<file path="src/rtl/ss_score_decoder.sv">
`default_nettype none
// ============================================================================
// Module   : ss_score_decoder
// Brief    : Receive end of a multiplexed two-digit seven-segment score link.
//            Decodes the tens/ones segment buses back to BCD, checks frame
//            integrity, and publishes a binary score once it has been stable
//            for STABLE_FRAMES consecutive good frames.
// Revision : 1.0 - initial release
// ============================================================================
module ss_score_decoder #(
    parameter int STABLE_FRAMES = 4,
    parameter int ERR_W         = 8
) (
    input  logic             clk,
    input  logic             nRst,
    input  logic             phase,
    input  logic [6:0]       ss0,
    input  logic [6:0]       ss1,
    output logic [6:0]       score,
    output logic [3:0]       tens,
    output logic [3:0]       ones,
    output logic             score_valid,
    output logic             locked,
    output logic             frame_err,
    output logic [ERR_W-1:0] err_count
);

    // Stability counter only needs to reach STABLE_FRAMES, where it saturates.
    localparam int                 c_CNT_W    = $clog2(STABLE_FRAMES + 1);
    localparam logic [c_CNT_W-1:0] c_STABLE   = c_CNT_W'(STABLE_FRAMES);
    localparam logic [c_CNT_W-1:0] c_ONE      = c_CNT_W'(1);

    localparam logic [0:0]         c_SYNC     = 1'b0;
    localparam logic [0:0]         c_GOT_TENS = 1'b1;

    // Returns {legal, digit}; anything outside the ten digit glyphs is illegal.
    function automatic logic [4:0] f_decode(input logic [6:0] seg);
        case (seg)
            7'b0111111: return {1'b1, 4'd0};
            7'b0000110: return {1'b1, 4'd1};
            7'b1011011: return {1'b1, 4'd2};
            7'b1001111: return {1'b1, 4'd3};
            7'b1100110: return {1'b1, 4'd4};
            7'b1101101: return {1'b1, 4'd5};
            7'b1111101: return {1'b1, 4'd6};
            7'b0000111: return {1'b1, 4'd7};
            7'b1111111: return {1'b1, 4'd8};
            7'b1100111: return {1'b1, 4'd9};
            default:    return 5'b0_0000;
        endcase
    endfunction

    logic [0:0]         r_state;
    logic [3:0]         r_tens_hold;
    logic [3:0]         r_cand_tens;
    logic [3:0]         r_cand_ones;
    logic [c_CNT_W-1:0] r_stab_cnt;
    logic [6:0]         r_score;
    logic [3:0]         r_tens;
    logic [3:0]         r_ones;
    logic               r_score_valid;
    logic               r_locked;
    logic               r_frame_err;
    logic [ERR_W-1:0]   r_err_count;

    logic [6:0]         w_active;
    logic [6:0]         w_inactive;
    logic [4:0]         w_dec;
    logic [3:0]         w_digit;
    logic               w_good;
    logic               w_complete;
    logic               w_err;
    logic               w_match;
    logic [c_CNT_W-1:0] w_stab_next;
    logic               w_reached;
    logic               w_differs;
    logic               w_publish;
    logic [6:0]         w_score;

    // The phase bit selects which bus must carry a digit; the other must be blank.
    assign w_active   = phase ? ss0 : ss1;
    assign w_inactive = phase ? ss1 : ss0;
    assign w_dec      = f_decode(w_active);
    assign w_digit    = w_dec[3:0];
    assign w_good     = w_dec[4] && (w_inactive == 7'd0);

    // A frame completes on a good ones sample that directly follows a tens sample.
    assign w_complete = (r_state == c_GOT_TENS) && phase && w_good;

    // Bad tens sample in SYNC, or anything other than a good ones sample in GOT_TENS.
    assign w_err = ((r_state == c_SYNC) && !phase && !w_good) ||
                   ((r_state == c_GOT_TENS) && !(phase && w_good));

    assign w_match     = ({r_tens_hold, w_digit} == {r_cand_tens, r_cand_ones});
    assign w_stab_next = !w_match               ? c_ONE    :
                         (r_stab_cnt == c_STABLE) ? c_STABLE :
                         r_stab_cnt + c_ONE;

    // Publish only on the transition into STABLE_FRAMES; a new candidate counts
    // as a transition, which makes STABLE_FRAMES=1 publish each new value.
    assign w_reached = (w_stab_next == c_STABLE) && (!w_match || (r_stab_cnt != c_STABLE));
    assign w_differs = !r_locked || ({r_tens_hold, w_digit} != {r_tens, r_ones});
    assign w_publish = w_complete && w_reached && w_differs;

    assign w_score = 7'(r_tens_hold) * 7'd10 + 7'(w_digit);

    // Frame FSM, stability tracking, publishing and error accounting.
    always_ff @(posedge clk) begin
        if (!nRst) begin
            r_state       <= c_SYNC;
            r_tens_hold   <= 4'd0;
            r_cand_tens   <= 4'd0;
            r_cand_ones   <= 4'd0;
            r_stab_cnt    <= '0;
            r_score       <= 7'd0;
            r_tens        <= 4'd0;
            r_ones        <= 4'd0;
            r_score_valid <= 1'b0;
            r_locked      <= 1'b0;
            r_frame_err   <= 1'b0;
            r_err_count   <= '0;
        end else begin
            r_score_valid <= 1'b0;
            r_frame_err   <= w_err;

            case (r_state)
                c_SYNC: begin
                    if (!phase && w_good) begin
                        r_tens_hold <= w_digit;
                        r_state     <= c_GOT_TENS;
                    end
                end
                default: begin
                    r_state <= c_SYNC;
                end
            endcase

            if (w_err) begin
                r_stab_cnt <= '0;
                if (r_err_count != {ERR_W{1'b1}}) begin
                    r_err_count <= r_err_count + 1'b1;
                end
            end else if (w_complete) begin
                r_stab_cnt  <= w_stab_next;
                r_cand_tens <= r_tens_hold;
                r_cand_ones <= w_digit;
            end

            if (w_publish) begin
                r_tens        <= r_tens_hold;
                r_ones        <= w_digit;
                r_score       <= w_score;
                r_score_valid <= 1'b1;
                r_locked      <= 1'b1;
            end
        end
    end

    assign score       = r_score;
    assign tens        = r_tens;
    assign ones        = r_ones;
    assign score_valid = r_score_valid;
    assign locked      = r_locked;
    assign frame_err   = r_frame_err;
    assign err_count   = r_err_count;

endmodule
`default_nettype wire

</file>
<file path="config.mk">
export PLATFORM = sky130hd
export DESIGN_NAME = ss_score_decoder
export DESIGN_NICKNAME = d
export VERILOG_FILES = /design/src/rtl/ss_score_decoder.sv
export SDC_FILE = /design/constraint.sdc
export NUM_CORES = 1
export LEC_CHECK = 0
export ABC_AREA = 1
export BUFFER_PORTS_ARGS = -buffer_cell sky130_fd_sc_hd__buf_4
export CELL_PAD_IN_SITES_DETAIL_PLACEMENT = 2
export CELL_PAD_IN_SITES_GLOBAL_PLACEMENT = 2
export CORE_MARGIN = 2
export CORE_UTILIZATION = 34
export CTS_BUF_LIST = sky130_fd_sc_hd__clkbuf_2
export DETAILED_ROUTE_END_ITERATION = 7
export GPL_TIMING_DRIVEN = 0
export HOLD_SLACK_MARGIN = 0.03
export PLACE_DENSITY_LB_ADDON = 0.1
export SYNTH_ARGS = -nofsm -noshare
export SYNTH_HDL_FRONTEND = slang
export SYNTH_SLANG_ARGS = --single-unit
</file>
<file path="constraint.sdc">
create_clock -name clk -period 3.99 [get_ports clk]
set_input_delay 0 -clock clk [delete_from_list [all_inputs] [get_ports clk]]
set_output_delay 0 -clock clk [all_outputs]
set_load 0.05 [all_outputs]
</file>
==> results of run 1 <==
[metrics by stage]
step                util, %  hold WS [ps]
global route          41.74         46.75
global placement      40.69         346.9
detailed placement    40.69         352.1
finish                41.74         68.26
CTS                   41.74         48.57
floorplan                 -         277.4
[flip-flops by register name (all words and copies together) (netlist names), 3 cells and up]
signal and flops:
r_stab_cnt 3, score 7, tens 4, r_cand_tens 4, r_tens_hold 4, r_cand_ones 4, err_count 8, ones 3
[layer usage]
layer	global-route usage, %	share of wire [%]	vias up	routed length [um]
met4	4.657	1.2	0	103
met5	0	0	-	0
met2	37.53	50	36	4204
li1	-	-	1386	-
met3	2.659	2.5	6	207
met1	25.57	46	1323	3830
[critical path, stage by stage, from the launching register on]
cell	delay, ps
dfxtp_1	530
inv_1	150
nand2_1	80
nand4_1	100
nor3_1	230
and2_1	190
nand3_2	90
nor2_4	140
nand3_2	100
nor2_4	170
nand3_4	140
buf_4	210
nor2_1	120
nor2_1	60
[worst max path at each step]
stage | from | end | slack [ps] | depth (start not counted)
after floorplan | phase | score[5] | 2010 | 18
after global placement | phase | score[2] | 1530 | 19
after detailed placement | phase | score[2] | 1470 | 19
after CTS | r_tens_hold[2] | score[1] | 1600 | 13
after global routing | r_tens_hold[2] | tens[3] | 1360 | 13
final | r_tens_hold[2] | tens[3] | 1610 | 13
[cells in the mapped netlist]
cell type / count / area share, %
nand4_1: 5 / 1.2
a21oi_1: 26 / 4.8
inv_4: 1 / 0.23
nand3_1: 13 / 2.4
nor2_4: 4 / 1.7
nor3b_1: 1 / 0.28
a31oi_1: 1 / 0.23
nor3_1: 9 / 1.7
nor2_1: 50 / 6.9
inv_1: 56 / 7.7
nor2_2: 7 / 1.6
buf_8: 1 / 0.55
nand3_2: 4 / 1.5
dfxtp_1: 41 / 30
xnor2_1: 1 / 0.32
buf_4: 3 / 0.83
and2_1: 1 / 0.23
ha_1: 9 / 4.1
buf_6: 3 / 1.2
nand2_2: 14 / 3.2
o21ai_0: 18 / 3.3
o21ai_2: 1 / 0.32
nand2_4: 1 / 0.41
nor4_1: 2 / 0.46
nor2b_1: 1 / 0.23
o21ai_1: 1 / 0.18
xor2_1: 13 / 4.2
nand2_1: 114 / 16
o22ai_1: 3 / 0.69
nand3_4: 1 / 0.64
inv_2: 2 / 0.28
buf_2: 3 / 0.55
clkbuf_1: 2 / 0.28
fa_1: 2 / 1.5
o2111ai_1: 1 / 0.32
[layout make-up]
cell class	count	area share (%)
well taps	102	3.957
clock buffers	5	0.7758
clock inverters	3	1.435
multi-input cells	303	48.91
inverters	59	6.943
plain buffers	12	2.909
flip-flops and latches	41	25.45
repair buffers	41	9.620
[what timing repair did]
item | in CTS | in global routing
hold endpoints to repair | 14 | 0
setup buffers | 0 | 0
hold buffers | 1 | 0
[kinds of logic (layout without fill, tap and decap cells)]
group	count (synthesis)	after routing	share of synthesized area (%)
buffers and inverters	71	120	11.70
AO/OA/AOI/OAI	51	51	9.857
XOR/XNOR	14	14	4.514
flip-flops	41	41	30.22
adder cells (fa/ha/maj)	11	11	5.620
AND/OR/NAND/NOR	227	227	38.09
[power groups by stage]
stage	clock, W	combinational (W)	sequential (W)
CTS	0.000271	0.000106	0.000418
global placement	0	0.000101	0.000425
detailed placement	0	0.000104	0.000425
finish	0.000261	0.000105	0.000418
global route	0.000294	0.000118	0.000419
floorplan	0	0.0000583	0.000434
==> qor.txt, run 1 <==
DR WL/cell = 14.75 um
Pleak = 1.631 nW
Psw = 0.0002257 W
Placement Cell Area = 3144 um2
Fillers = 995
IO Port Bufs = 40
GPL Wtd Cong = 0.8172
Violation count after the first detailed-route iteration = 41
Commonest non-fill, non-tap cells in the layout = 114 x nand2_1, 56 x inv_1, 50 x nor2_1, 43 x buf_4, 41 x dfxtp_1
Fin crit share = 59.54%
R2r startpoint = r_tens_hold[2]
H-tree depth = 2
Pre-CTS setup slack = 1469 ps
Synthesized cell area = 2716 um2
Worst hold path class = in2reg
Clock Tree Buf Depth = 2
Sequential element share of the synthesized area = 30.22%
R2r setup slk = 1610 ps
Crit-path max FO = 10
CTS Buf Count = 5
CP Class = reg2reg
Total power = 0.0007832 W
Hold_sp = phase
Die width = 93.38 um
R2r worst-path depth = 13
Crit path DAT = 2720 ps
PD cells = 242.8 nW/um2
Setup ws final = 1614 ps
Syn Nets = 443
Req. time, crit path = 4340 ps
Number of global-route vias before repair = 3009
Initial antenna violation count = 0
CTS tree = yes
Final instance area = 3226 um2
Die Area = 8720 um2
Max Fclk = 0.4210 GHz
Detailed Place HPWL = 6684 um
Mapped Cells = 415
Initial Util = 35.15%
Reg-to-reg endpoint = tens[3]
Worst slew margin = 66.52%
Row Count = 32
Final setup violation count = 0
Commonest non-fill, non-tap cell in the layout = nand2_1
Non-Filler Instances = 566
Clock power share = 33.3%
Post-Route Setup TNS = 0 ps
Worst skew pair latency = 410 ps
Area delta synth->final = 18.75%
Final Skew = 22.62 ps
Die Y = 93.38 um
Layout cells sized above 1 = 20.04%
Ant diodes = 0
Ports = 43
Global-route wire length before repair = 14370 um
Slew Limit Fails = 0
Internal Power = 0.0005574 W
Core Area = 7727 um2
Seq. cell area = 820.8 um2
Via count = 2751
Root Buffer = clkbuf_2
Status = finished, final reports clean
Unrepaired setup endpoints after global routing = false
Cells after DPL = 557
Yosys reg bits = 41
Combinational power share = 13.4%
Post-CTS sizing = 0
Synth unique cells = 35
CTS Sinks = 41
Synth warn = 0
Largest net degree at the start of global routing = 15
Layout Nets = 491
Least-Margin Pin Slew = 502.1 ps
Worst min-delay path endpoint = frame_err
Max-Cap Viols = 0
GRT Total Usage = 20.55%
Hold Path Stages = 5
Remaining Overflow, GRT = 0
Antenna-violating nets left = 0
Sequential Power Share = 53.3%
# DRC = 0
Crit. End Element = register
First-pass iteration count of the detailed router = 4
Critical Path Source Type = register
Syn_area_per_cell = 6.545 um2
Final wirelength = 8346 um
Vias per cell = 4.860
Post-layout min period = 2376 ps
Switch share = 28.82%
VDD IR-drop max = 0.1364 mV
Multi-input logic area = 1578 um2
Clk slew on worst S/H paths = 250 ps
Hold Fails Final Rpt = 0
(Power assumes the default switching activity.)
==> run 2: changes to the inputs <==
Settings changed: CORE_UTILIZATION 34 to 29.
Clock period 3.99 ns to 2.1 ns, I/O delays scaled along.
==> run 2 against run 1 <==
- critical endpoint is now score[6]
- final area is 6.2% higher
- sequential cell count stayed put
- sequential share of layout area is 1.2 points lower
- non-clock buffer count is 12 higher
- combinational power is 96% higher
- the flow now finishes with violations (setup timing)
- cell count is 3.7% higher
- die area is 16% higher
- largest power group unchanged
- utilization is 4.3 points lower
- clock power is 41% higher
- first-iteration DRC count is 4.9% higher
- count of clock-buffer cells in the layout is 1 higher
- maximum frequency is 7.5% higher
==> qor.txt, run 2 (synthesized netlist as in run 1, its figures left out) <==
Status = finished, violations left
Failing checks = setup timing
Root Buffer = clkbuf_2
Cells after DPL = 566 (+1.6%)
Core Area = 9153 um2 (+18%)
Clk slew on worst S/H paths = 230 ps (-20 ps)
Req. time, crit path = 2480 ps (-1860 ps)
CTS Buf Count = 5 (unchanged)
Pre-CTS setup slack = -448.3 ps (-1918 ps)
Unrepaired setup endpoints after global routing = true
Worst slew margin = 64.99% (-1.5 points)
Row Count = 35 (+9.4%)
Placement Cell Area = 3156 um2 (+0.36%)
Commonest non-fill, non-tap cell in the layout = nand2_1
Max Fclk = 0.4527 GHz (+7.5%)
DR WL/cell = 15.25 um (+3.4%)
Clock Tree Buf Depth = 2 (unchanged)
Commonest non-fill, non-tap cells in the layout = 104 x nand2_1, 52 x inv_1, 52 x buf_4, 46 x nor2_1, 37 x dfxtp_1
Crit. End Element = register
Die Y = 100.8 um (+7.9%)
Total power = 0.001364 W (+74%)
Ant diodes = 0 (unchanged)
Crit path cell chain = buf_4, buf_4, ha_1, ha_1, fa_1, nor3b_1, xor2_1, nor2_1, nor2_1
Die width = 100.8 um (+7.9%)
Final setup violation count = 15 (+15)
Final Skew = 26.35 ps (+3.728 ps)
Setup crit start = r_tens_hold[2]
Pleak = 1.701 nW (+4.3%)
GRT Total Usage = 17.50% (-3.1 points)
Hold WS = 121.5 ps (+53.20 ps)
Setup ws final = -108.8 ps (-1723 ps)
H-tree depth = 2 (unchanged)
Reg-to-reg endpoint = score[6]
Vias per cell = 4.881 (+0.42%)
R2r startpoint = r_tens_hold[2]
Worst min-delay path endpoint = frame_err
IO Port Bufs = 40 (unchanged)
Crit path DAT = 2590 ps (-130 ps)
First-pass iteration count of the detailed router = 4 (unchanged)
VDD IR-drop max = 0.1446 mV (+6.0%)
Detailed Place HPWL = 6643 um (-0.61%)
Global-route wire length before repair = 14050 um (-2.3%)
R2r worst-path depth = 9 (-4)
Layout cells sized above 1 = 27.94% (+7.9 points)
Hold_sp = phase
CTS tree = yes
Fin crit share = 105.2% (+46 points)
Largest net degree at the start of global routing = 13 (-2)
Die Area = 10160 um2 (+16%)
Worst skew pair latency = 420 ps (about the same)
Worst path max stage delay = 520 ps (about the same)
Hold Path Stages = 5 (unchanged)
CTS Sinks = 41 (unchanged)
Ports = 43 (unchanged)
Critical Path Source Type = register
Crit-path max FO = 4 (-6)
Hold Fails Final Rpt = 0 (unchanged)
Slew Limit Fails = 0 (unchanged)
Initial Util = 29.68% (-5.5 points)
Number of global-route vias before repair = 2981 (-0.93%)
Worst hold path class = in2reg
Area delta synth->final = 26.12%
Crit path max-delay cell type = fa_1
Initial antenna violation count = 0 (unchanged)
Final wirelength = 8953 um (+7.3%)
Antenna-violating nets left = 0 (unchanged)
Fillers = 1156 (+16%)
Remaining Overflow, GRT = 0 (unchanged)
Max reg flops = 8 (unchanged)
Max-Cap Viols = 0 (unchanged)
PD cells = 398.1 nW/um2 (+64%)
GPL Wtd Cong = 0.7633 (-6.6%)
Final instance area = 3426 um2 (+6.2%)
R2r setup slk = -110 ps (-1720 ps)
Via count = 2865 (+4.1%)
Non-Filler Instances = 587 (+3.7%)
# DRC = 0 (unchanged)
Layout Nets = 503 (+2.4%)
Violation count after the first detailed-route iteration = 43 (+4.9%)
CP Class = reg2reg
Least-Margin Pin Slew = 525.1 ps (+22.97 ps)
Post-layout min period = 2209 ps (-166.8 ps)
==> run 2: changes by cell type in the layout (fill, tap and decap cells not counted), moves of 2 or more <==
cell      change
nand2_1      -10
buf_8         +2
inv_2         +3
nor2_2        +4
dfxtp_2       +2
dfxtp_1       -4
nand2_2       +9
dfxtp_4       +2
buf_4         +9
clkinv_2      +2
inv_1         -4
nor2_1        -4
==> run 2: per-stage QoR <==
step / util (%) / TNS, ps
detailed placement: 34.48 / -7223
floorplan: - / 0
global placement: 34.48 / -5552
CTS: 35.69 / 0
global route: 37.43 / -3308
finish: 37.43 / -377.2
==> run 2: power breakdown <==
part           total, W  switching, W  internal (W)
Sequential     0.000791    0.00000684      0.000784
Clock          0.000368      0.000284     0.0000836
Combinational  0.000206      0.000132     0.0000736
Total           0.00136      0.000423      0.000941
==> run 2: worst max-delay path: cells and delay by family, from the launching register on <==
kind	cells	cell delay [ps]
DFF	1	420
xor gates and xnor gates	1	180
and+or+nand+nor	3	410
buffers and inverters	2	270
adders and majority gates	3	890
==> run 2: how the worst max path moves through the flow <==
stage / to / slack [ps] / depth (start not counted)
2_1_floorplan: score[5] / 120 / 18
3_3_place_gp: score[2] / -390 / 19
3_5_place_dp: score[2] / -450 / 19
4_1_cts: tens[1] / 30 / 14
5_1_grt: tens[1] / -270 / 14
6_report: score[6] / -110 / 9
==> run 2: metal layers <==
metal / track usage [%] / up-vias / part of all wire, %
met5: 0 / - / 0
met4: 3.161 / 0 / 1.2
met3: 2.843 / 11 / 3.3
met2: 32.77 / 43 / 52
met1: 21.06 / 1400 / 44
li1: - / 1411 / -
==> run 2: what timing repair did <==
action | 4_1_cts | 5_1_grt
pin swaps | 1 | 9
setup endpoints to repair | 16 | 22
buffers inserted | 4 | 7
hold buffers | 1 | 0
cloned | 0 | 1
hold endpoints to repair | 18 | 0
gates resized for setup | 11 | 26
==> run 2: layout make-up <==
class,instances,area (um2),area share [%]
Timing Repair Buffer,53,421.7,12.31
Tap cell,111,138.9,4.054
Inverter,59,226.5,6.611
Buffer,12,105.1,3.068
Clock buffer,6,30.03,0.8766
Clock inverter,2,10.01,0.2922
Sequential cell,41,830.8,24.25
Multi-Input combinational cell,303,1663,48.54
==> run 3: changes to the inputs <==
Settings changed: SKIP_CTS_REPAIR_TIMING from default to 1.
==> run 3 against run 2 <==
- the flow still finishes with violations (setup timing)
- die area is the same
- sequential cell count is the same
- wire length shrank 1.1%
- clock skew grew 1.2 ps
- register-to-register slack is essentially flat
- utilization shrank 0.12 points
- sequential share of layout area grew 0.080 points
- non-clock buffer count shrank 1
- combinational power is essentially flat
- critical path type unchanged
- first-iteration DRC count shrank 2.3%
==> qor.txt, run 3 (synthesized netlist as in run 1, its figures left out) <==
Status = finished, violations left
Failing checks = setup timing
Post-Route Setup TNS = -136.5 ps (+240.7 ps)
Unrepaired setup endpoints after global routing = true
Fin util = 37.31% (-0.12 points)
Largest net degree at the start of global routing = 13 (unchanged)
Root Buffer = clkbuf_2
CTS tree = yes
Number of global-route vias before repair = 2946 (-1.2%)
Final setup violation count = 5 (-10)
Crit path cell chain = ha_1, ha_1, fa_1, nor3b_1, xor2_1, nor2_1, nor2_1
Post-layout min period = 2208 ps (-0.7310 ps)
Req. time, crit path = 2480 ps (about the same)
Critical Path Source Type = register
Internal Power = 0.0009433 W (+0.25%)
Hold Fails Final Rpt = 0 (unchanged)
# DRC = 0 (unchanged)
Worst hold path class = in2reg
Crit path DAT = 2590 ps (about the same)
GRT Total Usage = 17.21% (-0.29 points)
Die Area = 10160 um2 (unchanged)
Violation count after the first detailed-route iteration = 42 (-2.3%)
Setup crit start = r_tens_hold[1]
Non-Filler Instances = 586 (-0.17%)
Die Y = 100.8 um (unchanged)
Switch share = 30.85% (-0.15 points)
Row Count = 35 (unchanged)
GPL Wtd Cong = 0.7633 (unchanged)
Fin crit share = 105.1% (about the same)
Vias per cell = 4.846 (-0.70%)
Initial antenna violation count = 0 (unchanged)
Crit. End Element = register
Initial Util = 29.68% (unchanged)
Die width = 100.8 um (unchanged)
Ports = 43 (unchanged)
Area delta synth->final = 25.70%
Crit-path max FO = 6 (+2)
Sequential Power Share = 58.0% (about the same)
Final Skew = 27.57 ps (+1.222 ps)
Fillers = 1159 (+0.26%)
Clock power share = 26.8% (-0.2 points)
Antenna-violating nets left = 0 (unchanged)
Combinational power share = 15.3% (+0.2 points)
IO Port Bufs = 40 (unchanged)
Core Area = 9153 um2 (unchanged)
Max Fclk = 0.4529 GHz (about the same)
Reg-to-reg endpoint = score[6]
Final wirelength = 8855 um (-1.1%)
Least-Margin Pin Slew = 533.5 ps (+8.381 ps)
Worst path max stage delay = 530 ps (about the same)
Max-Cap Viols = 0 (unchanged)
CP Class = reg2reg
R2r worst-path depth = 7 (-2)
Commonest non-fill, non-tap cell in the layout = nand2_1
CP Buf/Inv Count = 0 (-2)
Crit-path leading delay family = adder cells
Placement Cell Area = 3156 um2 (unchanged)
Remaining Overflow, GRT = 0 (unchanged)
Crit path max-delay cell type = dfxtp_1
Worst slew margin = 64.43% (-0.56 points)
DR WL/cell = 15.11 um (-0.93%)
Detailed Place HPWL = 6643 um (unchanged)
Slew Limit Fails = 0 (unchanged)
R2r startpoint = r_tens_hold[1]
Via count = 2840 (-0.87%)
Layout cells sized above 1 = 26.53% (-1.4 points)
Cells after DPL = 566 (unchanged)
Clk slew on worst S/H paths = 230 ps (about the same)
Max reg flops = 8 (unchanged)
Global-route wire length before repair = 13820 um (-1.6%)
Clock Tree Buf Depth = 2 (unchanged)
PD cells = 399.5 nW/um2 (+0.36%)
Worst setup endpoint = score[6]
VDD IR-drop max = 0.1529 mV (+5.7%)
Pre-CTS setup slack = -448.3 ps (unchanged)
CTS Buf Count = 5 (unchanged)
Pleak = 1.700 nW (about the same)
Psw = 0.0004208 W (-0.46%)
H-tree depth = 2 (unchanged)
First-pass iteration count of the detailed router = 4 (unchanged)
Final instance area = 3415 um2 (-0.33%)
Setup ws final = -108.0 ps (+0.7310 ps)
CP Depth = 7 (-2)
Ant diodes = 0 (unchanged)
Commonest non-fill, non-tap cells in the layout = 104 x nand2_1, 52 x inv_1, 48 x buf_4, 47 x nor2_1, 37 x dfxtp_1
Layout Nets = 502 (-0.20%)
CTS Sinks = 41 (unchanged)
Worst skew pair latency = 420 ps (about the same)
R2r setup slk = -110 ps (about the same)
## run 3: changes by cell type in the layout (fill, tap and decap cells not counted), sizes merged
cell,delta
dlygate4sd3,+3
buf,-4
## run 3: worst min path at each step
stage | slack (ps) | end | start | cells past startpoint
after global routing | 140 | frame_err | phase | 5
after CTS | -130 | ones[2] | nRst | 3
after floorplan | 280 | tens[1] | nRst | 3
after global placement | 360 | tens[1] | nRst | 3
after detailed placement | 370 | tens[0] | nRst | 3
final | 130 | frame_err | phase | 5
## run 3: final cells by class
type | instances | area, um2 | share of cell area (%)
multi-input cells | 303 | 1652 | 48.37
flip-flops and latches | 41 | 830.8 | 24.33
repair buffers | 52 | 421.7 | 12.35
inverters | 59 | 226.5 | 6.632
well taps | 111 | 138.9 | 4.067
plain buffers | 12 | 105.1 | 3.078
clock buffers | 6 | 30.03 | 0.8794
clock inverters | 2 | 10.01 | 0.2931
## run 3: routing by layer
metal,track usage (%),wire [um],part of all wire [%]
met1,20.89,3935,44
met2,31.95,4549,51
met3,2.843,272,3.1
met4,3.161,97,1.1
met5,0,0,0
## run 3: power by group through the flow
| stage | Sequential, W | Combinational, W | Clock (W) |
|---|---|---|---|
| floorplan | 0.000825 | 0.000111 | 0 |
| global placement | 0.000808 | 0.000194 | 0 |
| detailed placement | 0.000808 | 0.000199 | 0 |
| CTS | 0.000793 | 0.000201 | 0.000386 |
| global route | 0.000792 | 0.000233 | 0.000415 |
| finish | 0.000791 | 0.000208 | 0.000365 |
## run 3: worst min-delay path, cell delays in order
cell and delay (ps):
buf_6 120, buf_6 150, nor2_1 70, nand2_1 100, a21oi_1 70
## run 3: per-stage QoR
step	hold WS [ps]	total power [W]
4_1_cts	-134.4	0.001380
3_3_place_gp	358.4	0.001002
3_5_place_dp	370.0	0.001007
2_1_floorplan	277.4	0.0009356
5_1_grt	138.7	0.001440
6_report	128.2	0.001364
